==> src/rtl/spike_window_decoder_pkg.sv <==
// Shared types and constants for the spike window decoder.
// FSM state encoding, default count ceiling and winner-index width helper.
package spike_dec_pkg;

  typedef logic [0:0] state_t;

  localparam state_t ST_IDLE  = 1'b0;
  localparam state_t ST_COUNT = 1'b1;

  localparam int DEF_CNT_W = 4;
  localparam int CNT_MAX   = (1 << DEF_CNT_W) - 1;

  function automatic int win_w(input int num_ch);
    return (num_ch > 1) ? $clog2(num_ch) : 1;
  endfunction

endpackage

==> src/rtl/spike_window_decoder_if.sv <==
// Spike inputs plus the result valid/ready bus of the spike window decoder.
// master drives enable/spikes/ready; slave (the decoder) drives the result.
interface spike_window_decoder_if
  import spike_dec_pkg::*;
#(
  parameter int NUM_CH = 2,
  parameter int CNT_W  = 4,
  parameter int WIN_W  = win_w(NUM_CH)
);
  logic                    en;
  logic [NUM_CH-1:0]       spike;
  logic                    out_ready;
  logic                    out_valid;
  logic [NUM_CH*CNT_W-1:0] counts;
  logic [WIN_W-1:0]        winner;
  logic                    winner_valid;
  logic                    overrun;

  modport master (
    output en, spike, out_ready,
    input  out_valid, counts, winner, winner_valid, overrun
  );

  modport slave (
    input  en, spike, out_ready,
    output out_valid, counts, winner, winner_valid, overrun
  );
endinterface

==> src/rtl/spike_window_decoder_sat_counter.sv <==
// Per-channel saturating spike accumulator with synchronous clear (clear wins over inc).
// Latency: count reflects inc one cycle later; no backpressure.
module spike_sat_counter #(
  parameter int CNT_W = 4
) (
  input  logic             clk,
  input  logic             rst,
  input  logic             clr,
  input  logic             inc,
  output logic [CNT_W-1:0] cnt
);

  always_ff @(posedge clk or posedge rst) begin
    if (rst) begin
      cnt <= '0;
    end else if (clr) begin
      cnt <= '0;
    end else if (inc && (cnt != '1)) begin
      cnt <= cnt + CNT_W'(1);
    end
  end

endmodule

==> src/rtl/spike_window_decoder.sv <==
// Counts spikes per channel over WINDOW cycles, latches counts and winner at window end.
// Latency: result visible the cycle after the last window cycle; unconsumed results are overwritten (overrun).
module spike_window_decoder
  import spike_dec_pkg::*;
#(
  parameter int  NUM_CH = 2,
  parameter int  WINDOW = 16,
  parameter int  CNT_W  = 4,
  localparam int WIN_W  = win_w(NUM_CH)
) (
  input logic                   clk,
  input logic                   rst,
  spike_window_decoder_if.slave bus
);

  localparam int             WC_W    = $clog2(WINDOW);
  localparam logic [WC_W-1:0] WC_LAST = WC_W'(WINDOW - 1);

  state_t                  state;
  logic [WC_W-1:0]         wcnt;
  logic                    counting;
  logic                    win_end;
  logic                    acc_clr;
  logic [CNT_W-1:0]        acc [NUM_CH];
  logic [CNT_W-1:0]        fin [NUM_CH];
  logic [NUM_CH*CNT_W-1:0] fin_flat;
  logic [CNT_W-1:0]        best_val;
  logic [WIN_W-1:0]        best_idx;
  logic                    any_nz;

  logic [NUM_CH*CNT_W-1:0] counts_q;
  logic [WIN_W-1:0]        winner_q;
  logic                    winner_valid_q;
  logic                    out_valid_q;
  logic                    overrun_q;

  assign counting = (state == ST_COUNT);
  assign win_end  = counting && (wcnt == WC_LAST);
  assign acc_clr  = win_end || (counting && !bus.en);

  // fin folds in the current cycle's spike so the last window cycle is counted
  for (genvar g = 0; g < NUM_CH; g++) begin : g_ch
    spike_sat_counter #(.CNT_W(CNT_W)) u_cnt (
      .clk (clk),
      .rst (rst),
      .clr (acc_clr),
      .inc (counting && bus.spike[g]),
      .cnt (acc[g])
    );
    assign fin[g] = (counting && bus.spike[g] && (acc[g] != '1)) ? acc[g] + CNT_W'(1) : acc[g];
  end

  // strict greater-than keeps ties on the lowest index
  always_comb begin
    fin_flat = '0;
    best_val = fin[0];
    best_idx = '0;
    any_nz   = 1'b0;
    for (int i = 0; i < NUM_CH; i++) begin
      fin_flat[i*CNT_W +: CNT_W] = fin[i];
      if (fin[i] != '0) any_nz = 1'b1;
      if (fin[i] > best_val) begin
        best_val = fin[i];
        best_idx = WIN_W'(i);
      end
    end
  end

  always_ff @(posedge clk or posedge rst) begin
    if (rst) begin
      state <= ST_IDLE;
      wcnt  <= '0;
    end else if (!counting) begin
      if (bus.en) state <= ST_COUNT;
    end else begin
      if (!bus.en) state <= ST_IDLE;
      if (win_end || !bus.en) wcnt <= '0;
      else                    wcnt <= wcnt + WC_W'(1);
    end
  end

  always_ff @(posedge clk or posedge rst) begin
    if (rst) begin
      counts_q       <= '0;
      winner_q       <= '0;
      winner_valid_q <= 1'b0;
      out_valid_q    <= 1'b0;
      overrun_q      <= 1'b0;
    end else if (win_end) begin
      counts_q       <= fin_flat;
      winner_q       <= best_idx;
      winner_valid_q <= any_nz;
      out_valid_q    <= 1'b1;
      if (out_valid_q && !bus.out_ready) overrun_q <= 1'b1;
    end else if (out_valid_q && bus.out_ready) begin
      out_valid_q <= 1'b0;
    end
  end

  assign bus.counts       = counts_q;
  assign bus.winner       = winner_q;
  assign bus.winner_valid = winner_valid_q;
  assign bus.out_valid    = out_valid_q;
  assign bus.overrun      = overrun_q;

endmodule
==> src/flat_wrapper.sv <==
// flat-port wrapper written by rule: the top's interface ports become plain ports
module spike_window_decoder_flat import spike_dec_pkg::*;
#(
  parameter int  NUM_CH = 2,
  parameter int  WINDOW = 16,
  parameter int  CNT_W  = 4,
  localparam int WIN_W  = win_w(NUM_CH)
)
  (clk, rst, bus_en, bus_spike, bus_out_ready, bus_out_valid, bus_counts, bus_winner, bus_winner_valid, bus_overrun);
  spike_window_decoder_if #(.NUM_CH(NUM_CH), .CNT_W(CNT_W)) bus_i ();
  input logic clk;
  input logic rst;
  input wire logic [$bits(bus_i.en)-1:0] bus_en;
  input wire logic [$bits(bus_i.spike)-1:0] bus_spike;
  input wire logic [$bits(bus_i.out_ready)-1:0] bus_out_ready;
  output wire logic [$bits(bus_i.out_valid)-1:0] bus_out_valid;
  output wire logic [$bits(bus_i.counts)-1:0] bus_counts;
  output wire logic [$bits(bus_i.winner)-1:0] bus_winner;
  output wire logic [$bits(bus_i.winner_valid)-1:0] bus_winner_valid;
  output wire logic [$bits(bus_i.overrun)-1:0] bus_overrun;
  assign bus_i.en = bus_en;
  assign bus_i.spike = bus_spike;
  assign bus_i.out_ready = bus_out_ready;
  assign bus_out_valid = bus_i.out_valid;
  assign bus_counts = bus_i.counts;
  assign bus_winner = bus_i.winner;
  assign bus_winner_valid = bus_i.winner_valid;
  assign bus_overrun = bus_i.overrun;
  spike_window_decoder #(.NUM_CH(NUM_CH), .WINDOW(WINDOW), .CNT_W(CNT_W)) u_core (.clk(clk), .rst(rst), .bus(bus_i));
endmodule
==> config.mk <==
export PLATFORM = sky130hd
export DESIGN_NAME = spike_window_decoder_flat
export DESIGN_NICKNAME = d
export VERILOG_FILES = /design/src/rtl/spike_window_decoder_pkg.sv /design/src/rtl/spike_window_decoder_if.sv /design/src/rtl/spike_window_decoder_sat_counter.sv /design/src/rtl/spike_window_decoder.sv /design/src/flat_wrapper.sv
export SDC_FILE = /design/constraint.sdc
export NUM_CORES = 1
export LEC_CHECK = 0
export CAP_MARGIN = 20
export CORE_MARGIN = 2
export CORE_UTILIZATION = 55
export DETAILED_ROUTE_END_ITERATION = 7
export GPL_TIMING_DRIVEN = 0
export PLACE_DENSITY = 0.91
export SLEW_MARGIN = 20
export SYNTH_ARGS = -nofsm -noshare
export SYNTH_HDL_FRONTEND = slang
export SYNTH_SLANG_ARGS = --single-unit
==> constraint.sdc <==
create_clock -name clk -period 4.8 [get_ports clk]
set_input_delay 0.48 -clock clk [delete_from_list [all_inputs] [get_ports clk]]
set_output_delay 0.48 -clock clk [all_outputs]
set_load 0.05 [all_outputs]
# After elaboration in Yosys (flattened, before gate mapping)
# Cells that the tools add are included.
word_totals:
  regBits: 25
  elab_cells: 43
classes:
  addsub: 3
  magnitude_cmp: 1
  n_eq_ne: 3
  mux: 11
  reduce_logical: 16
ops:
  columns: ["cell", "n"]
  rows:
  - ["4-bit two-way mux", 5]
  - ["4-bit by 1-bit adder with 4-bit output, second input constant", 3]
  - ["1-bit logical AND", 8]
  - ["4-bit inequality test, second input constant", 2]
  - ["4-bit nonzero test", 2]
  - ["1-bit two-way mux", 6]
  - ["4-bit equality test, second input constant", 1]
  - ["4-bit greater-than comparator", 1]
  - ["1-bit zero test", 2]
  - ["1-bit logical OR", 2]
  - ["2-bit AND reduction", 1]
  - ["2-bit nonzero test", 1]

# Logic depth before layout (Yosys ltp)
# Gate-level depths: netlist of run 1.
logic_depth:
  depth_word: 6
  ltp_mapped: 9
  depth_no_buf: 9

# Cells and area by module
# Synthesis of run 1 repeated with hierarchy kept, for this count alone.
unflattened:
  cells_unflattened: 137
  hier_area_um2: 1466.4
modules_own_cells:
  columns: ["mod", "n_inst", "cells_each", "area_each_um2", "seq_area_each_um2"]
  rows:
  - ["spike_window_decoder", 1, 95, 1006.0, 425.4]
  - ["spike_sat_counter", 2, 21, 230.2, 100.1]

# Worst setup path before layout of run 1
# OpenSTA, ideal clock, no wires.
synth_timing:
  path_kind: "flip-flop to flip-flop"
  start: "register u_core.g_ch[0].u_cnt.cnt[0]"
  end: "register u_core.winner_q, in the netlist u_core.bus.winner"
  setup_time_ns: 0.066
  arrival_time_ns: 1.925
  path_slack_ns: 2.809
  path_stages_with_launch: 10
  n_path_buf: 0
  cell_sequence: "dfrtp_1 > ha_1 > nand3_1 > nand3_1 > xor2_1 > inv_1 > ha_1 > or2_2 > a32oi_1 > o31a_1"
synth_rtl:
  columns: ["element", "line", "source"]
  rows:
  - ["start: declaration", "spike_window_decoder_sat_counter.sv:10", "output logic [CNT_W-1:0] cnt"]
  - ["start signal: assignment", "spike_window_decoder_sat_counter.sv:19", "cnt <= cnt + CNT_W'(1);"]
  - ["end signal: assignment", "spike_window_decoder.sv:91", "winner_q <= best_idx;"]
  - ["end: declaration", "spike_window_decoder.sv:32", "logic [WIN_W-1:0] winner_q;"]

# Final worst setup path of run 1
layout_timing:
  start: "register u_core.g_ch[1].u_cnt.cnt[0]"
  end: "register u_core.winner_q, in the netlist u_core.bus.winner"
layout_via:
  elab_chain_len: 5
layout_lines:
  columns: ["element", "line", "source"]
  rows:
  - ["start: declaration", "spike_window_decoder_sat_counter.sv:10", null]
  - ["start signal: assignment", "spike_window_decoder_sat_counter.sv:19", null]
  - ["branches (longest 2 deep; another with 4-bit by 1-bit adder with 4-bit output)", null, null]
  - ["4-bit two-way mux *", "spike_window_decoder.sv:50", "assign fin[g] = (counting && bus.spike[g] && (acc[g] != '1)) ? acc[g] + CNT_W'(1) : acc[g];"]
  - ["4-bit greater-than comparator *", "spike_window_decoder.sv:62", "if (fin[i] > best_val) begin"]
  - ["1-bit two-way mux *", "spike_window_decoder.sv:62", null]
# Every way passes the cells marked *.
# A chain may end at the register's enable or synchronous reset.

==> reports/qor.txt, run 1 <==
post-synth top area cell = dfrtp_1
clock tree buffer depth = 2
Post-Synth XOR/XNOR Area = 0.0366
Simple-Gate Fraction of Synth Area = 0.202
post-cts sizing count = 0
post-detailed-placement half-perimeter wirelength = 1.72 mm
power density over cell area = 305 nW/um2
most frequent cells in the layout = 25 x dfrtp_1, 17 x clkdlybuf4s50_1, 14 x nand2_1
CTS H-tree depth = 1
Synth Area in Compound Gates = 0.0825
Yosys reg bits = 25
# rows = 16
crit path cell chain = ha_1 -> nand3_1 -> nand3_1 -> xor2_1 -> ha_1 -> or2_2 -> a32oi_1 -> o31a_1
Crit Path Max Fanout = 4
sequential share of power = 0.549
final setup vio count = 0
fillcell total = 154
Tmin final = 2.26 ns
max cap viols = 0
Setup crit end kind = register
Die Y = 50.7 um
critical path's largest stage delay = 0.43 ns
Tcrit/Tclk final = 0.470
IO Pins = 18
max-slew violation count = 0
net count after synthesis = 131
worst-margin pin slew = 0.885 ns
Placed Area = 1400 um2
Power Internal = 0.000306 W
largest net degree at the start of global routing = 26
ANT nets after route = 0
top post-synthesis cells by area = dfrtp_1 52%, ha_1 5.2%, nand3_1 4.6%
P_sw = 0.000130 W
largest family of logic cells by synthesized area = simple AND/OR/NAND/NOR gates
Mapped Area = 1200 um2
Initial DRT Pass Iterations = 4
clock sink count = 25
Design Area, Final = 1430 um2
register area share after synthesis = 0.522
fmax = 0.443 GHz
synth unique cells = 28
clock-pin slew on the worst setup and hold paths = 0.12 ns
die width = 50.7 um
clk root buf = clkbuf_4
total global routing overflow = 0
worst ir drop on vdd = 257 uV
area growth from synthesis to layout = 19.2%
Critical Path Source Type = register
Mapped Cells = 120
Synth Area in Adders = 0.0522
Setup TNS = 0 ns
worst hold path type = register to register
data required time of the worst path = 5.06 ns
mux contribution to synthesized area = 0.0752
DR vias = 969
YS warnings = 0
syn avg cell area = 9.98 um2
full die area = 2570 um2
post-CTS setup buffers = 0
iteration-0 DRC count of the detailed router = 15
number of port buffers = 17
commonest non-fill, non-tap cell in the layout = dfrtp_1
vias in the first global route = 922
RSZ-0062 raised after global routing = false
initial antenna violation count = 0
# DRC = 0
clock power share = 0.209
Leak Pwr = 0.704 nW
Num CTS Buffers = 3
WL/cell = 12.9 um
Hold Vio Cnt, Final = 0
combinational power share = 0.241
switching share of power = 0.298
Max-slew headroom = 0.409
diode count = 0
Core ar. = 2000 um2
fraction of layout cells with a size suffix above 1 = 0.0638
routability cong. = 0.754
Critical Path AT = 2.52 ns
clk_lat worst skew = 0.32 ns
worst-path cell with the longest stage delay = dfrtp_1
status = finished clean
kind of critical path = register to register
aggregate global-route resource usage = 0.202
first-pass GRT wire length = 3.79 mm
skew final = 0.00189 ns
CTS tree = built
Hold Buf Count CTS = 0
mean number of vias per cell = 5.77
Initial Util = 0.598
Final nets = 153
wirelength, routed = 2.17 mm
Yosys top cell area share = 0.522
==> worst paths after layout <==
| check | slack, ns | depth (start not counted) | end | start |
|---|---|---|---|---|
| worst max register to register | 2.54 | 8 | u_core.bus.winner | u_core.g_ch[1].u_cnt.cnt[0] |
| min in group asynchronous | 0.63 | 2 | u_core.bus.out_valid | rst |
| max in group asynchronous | 3.63 | 2 | u_core.g_ch[1].u_cnt.cnt[2] | rst |
| worst max-delay path | 2.54 | 8 | u_core.bus.winner | u_core.g_ch[1].u_cnt.cnt[0] |
| worst min-delay path | 0.49 | 1 | u_core.bus.overrun | u_core.bus.overrun |
| worst min register to register | 0.49 | 1 | u_core.bus.overrun | u_core.bus.overrun |
==> metal layers <==
layer	track usage	share of wire
met1	0.220	0.39
met2	0.349	0.52
met3	0.0357	0.049
met4	0.149	0.041
met5	0	0
==> cell type report <==
cell class              count  area [um2]  share of cell area
plain buffers               4        16.3              0.0114
flip-flops and latches     25         626               0.438
well taps                  27        33.8              0.0237
repair buffers             17         170               0.119
multi-input cells          86         537               0.376
inverters                   5        18.8              0.0131
clock buffers               4        26.3              0.0184
==> kinds of logic (layout without fill, tap and decap cells) <==
kind of cell	count (synthesis)	count (layout)
multiplexers	8	8
buffers and inverters	9	30
AND/OR/NAND/NOR	51	51
XOR/XNOR	5	5
flip-flops	25	25
adder cells (fa/ha/maj)	5	5
AO/OA/AOI/OAI	17	17
==> flip-flops by register name, indices dropped and copies added, names as in the netlist <==
signal	flops
u_core.bus.counts	8
u_core.g_ch.u_cnt.cnt	8
u_core.wcnt	4
u_core.bus.out_valid	1
u_core.bus.overrun	1
u_core.bus.winner	1
u_core.bus.winner_valid	1
u_core.counting	1
==> power groups by stage <==
| stage | Sequential (W) | Combinational [W] | Clock, W |
|---|---|---|---|
| after detailed placement | 0.000243 | 0.000106 | 0 |
| after global placement | 0.000242 | 0.000100 | 0 |
| after global routing | 0.000242 | 0.000119 | 0.000104 |
| after CTS | 0.000239 | 0.000106 | 0.0000947 |
| after floorplan | 0.000244 | 0.0000782 | 0 |
| final | 0.000239 | 0.000105 | 0.0000911 |
==> synth_stat cells <==
cell and count:
and3_1 2, nand2_1 14, mux2i_1 4, a32oi_1 1, buf_2 1, nor3_1 1, o22ai_1 1, o31a_1 1
nor2_1 11, nor2b_1 1, inv_1 5, dfrtp_1 25, ha_1 5, and2_0 1, clkbuf_1 3, o21bai_1 1
and2_1 1, mux2i_2 2, nand3_1 11, xnor2_1 2, o211ai_1 1, xor2_1 3, nand2b_1 6, a21oi_1 1
or2_2 1, mux2_2 2, o21ai_0 11, nand4_1 2
==> through the flow <==
stage	setup WS (ns)	instances	hold slack (ns)	utilization	total power, W
6_report	2.54	168	0.487	0.713	0.000436
5_1_grt	2.38	168	0.523	0.713	0.000465
4_1_cts	2.55	168	0.494	0.713	0.000440
3_5_place_dp	2.26	164	0.461	0.700	0.000349
3_3_place_gp	2.32	164	0.459	0.700	0.000342
2_1_floorplan	2.81	120	0.479	-	0.000322
==> critical path: cells and delay by family (launching register included) <==
kind | cells | cell delay [ns]
fa+ha+maj | 2 | 0.55
compound gates | 2 | 0.35
simple gates | 3 | 0.53
xor+xnor | 1 | 0.34
flops | 1 | 0.43
(Power assumes the default switching activity.)
==> inputs of run 2 (changes only) <==
--- a/config.mk
+++ b/config.mk
@@ -7,10 +7,10 @@
 export LEC_CHECK = 0
 export CAP_MARGIN = 20
 export CORE_MARGIN = 2
-export CORE_UTILIZATION = 55
+export CORE_UTILIZATION = 47
 export DETAILED_ROUTE_END_ITERATION = 7
 export GPL_TIMING_DRIVEN = 0
-export PLACE_DENSITY = 0.91
+export PLACE_DENSITY = 0.84
 export SLEW_MARGIN = 20
 export SYNTH_ARGS = -nofsm -noshare
 export SYNTH_HDL_FRONTEND = slang
==> constraint.sdc (replaced) <==
create_clock -name clk -period 1.8 [get_ports clk]
set_input_delay 0.18 -clock clk [delete_from_list [all_inputs] [get_ports clk]]
set_output_delay 0.18 -clock clk [all_outputs]
set_load 0.05 [all_outputs]
==> run 2 against run 1 <==
Against the previous run: largest power group unchanged; final area increased by 22%; routed wire length increased by 34%; core utilization decreased by 0.47 points; register-to-register slack got worse by 2.7 ns; flip-flop and latch count unchanged; combinational power increased to 4.6 times the previous value; non-clock buffer count increased by 9; total power increased to 3.2 times the previous value; first-iteration DRC count increased by 73%; fmax increased by 13%; the flow now finishes with violations (setup timing).
==> reports/qor.txt, run 2 (same netlist as run 1, synthesis figures left out) <==
Pwr Total = 0.00140 W
Worst R2R Setup Slack = -0.19 ns
worst ir drop on vdd = 535 uV
kind of critical path = register to register
iteration-0 DRC count of the detailed router = 26
power density over cell area = 804 nW/um2
Leak Pwr = 0.746 nW
Hold Vio Cnt, Final = 0
largest net degree at the start of global routing = 26
fillcell total = 166
Initial DRT Pass Iterations = 4
number of port buffers = 17
clk root buf = clkbuf_4
Tcrit/Tclk final = 1.11
Setup crit end kind = register
Crit Path Max Fanout = 5
post-detailed-placement half-perimeter wirelength = 1.75 mm
data required time of the worst path = 2.03 ns
critical path's largest stage delay = 0.47 ns
ANT nets after route = 0
multi-input logic area = 763 um2
mean number of vias per cell = 5.56
Initial Util = 0.488
crit path cell chain = ha_4 -> nand3_1 -> mux2i_4 -> xnor2_1 -> and2_4 -> a32oi_1 -> o31a_1
R2R depth = 7
first-pass GRT wire length = 4.28 mm
failing checks = setup timing
full die area = 2970 um2
commonest non-fill, non-tap cell in the layout = dfrtp_1
initial antenna violation count = 0
worst-margin pin slew = 0.947 ns
max-slew violation count = 0
Max-slew headroom = 0.368
clock-pin slew on the worst setup and hold paths = 0.13 ns
routability cong. = 0.759
status = finished with violations
Crit Reg-Reg Endpoint = u_core.bus.winner
die width = 54.5 um
vias in the first global route = 930
total global routing overflow = 0
clock sink count = 25
Core ar. = 2450 um2
fin worst setup slack = -0.193 ns
fin util = 0.708
fmax = 0.502 GHz
skew final = 0.00246 ns
Setup TNS = -0.193 ns
CTS tree = built
worst-path cell with the longest stage delay = dfrtp_2
Setup crit start = u_core.g_ch[1].u_cnt.cnt[1]
launch point of the worst reg-to-reg path = u_core.g_ch[1].u_cnt.cnt[1]
Die Y = 54.5 um
clk_lat worst skew = 0.33 ns
Critical Path Source Type = register
Final nets = 162
clock tree buffer depth = 2
diode count = 0
DR vias = 1000
Num CTS Buffers = 3
max cap viols = 0
area growth from synthesis to layout = 45.2%
Seq. cell area = 633 um2
RSZ-0062 raised after global routing = true
most frequent cells in the layout = 19 x dfrtp_1, 17 x clkdlybuf4s50_1, 14 x nand2_1
CTS H-tree depth = 1
critical path endpoint = u_core.bus.winner
WL/cell = 16.1 um
# DRC = 0
worst hold path type = input port to async pin
Tmin final = 1.99 ns
IO Pins = 18
final setup vio count = 1
fraction of layout cells with a size suffix above 1 = 0.313
# rows = 18
wirelength, routed = 2.90 mm
Hold Buf Count CTS = 0
Critical Path AT = 2.22 ns
aggregate global-route resource usage = 0.209
[run 2: per-layer routing]
layer,track usage,share of wire,up-vias
li1,-,-,464
met1,0.269,0.44,500
met2,0.325,0.50,29
met3,0.0328,0.035,7
met4,0.138,0.023,0
met5,0,0,-
[run 2: report_power, final]
group | internal, W | switching (W)
Combinational | 0.000249 | 0.000236
Sequential | 0.000607 | 0.0000500
Clock | 0.0000871 | 0.000170
[run 2: how the worst min path moves through the flow]
stage / from / to / slack, ns / depth (start not counted)
after global routing: bus_en / u_core.counting / 0.38 / 1
after global placement: u_core.bus.overrun / u_core.bus.overrun / 0.46 / 1
after detailed placement: u_core.bus.overrun / u_core.bus.overrun / 0.47 / 1
after CTS: bus_en / u_core.counting / 0.35 / 1
after floorplan: rst / u_core.bus.counts[0] / 0.21 / 1
final: rst / u_core.bus.counts[4] / 0.35 / 2
[run 2: through the flow]
step | setup slack (ns) | std cells | area, um2 | hold WS (ns)
6_report | -0.193 | 180 | 1740 | 0.352
5_1_grt | -0.259 | 180 | 1740 | 0.379
4_1_cts | -0.135 | 178 | 1590 | 0.355
3_5_place_dp | -0.330 | 167 | 1450 | 0.465
3_3_place_gp | -0.282 | 167 | 1450 | 0.462
2_1_floorplan | -0.0734 | 120 | 1240 | 0.207
[run 2: timing repair]
item                                    4_1_cts  5_1_grt
endpoints found under the hold margin         0        0
endpoints found under the setup margin       10       11
gates resized for setup                      11       22
pin swaps                                     3       10
setup buffers                                 7        3
[run 2: final cells by class]
type | instances | share of cell area
Multi-Input combinational cell | 86 | 0.439
Sequential cell | 25 | 0.364
Clock buffer | 4 | 0.0151
Buffer | 3 | 0.00863
Tap cell | 30 | 0.0216
Timing Repair Buffer | 27 | 0.141
Inverter | 5 | 0.0108
[run 2: worst max-delay path: cells and delay by family (launching register included)]
family / cells / cell delay (ns)
DFF: 1 / 0.47
AOI/OAI and AO/OA: 2 / 0.36
muxes: 1 / 0.34
and+or+nand+nor: 2 / 0.33
xor gates and xnor gates: 1 / 0.20
adders and majority gates: 1 / 0.18
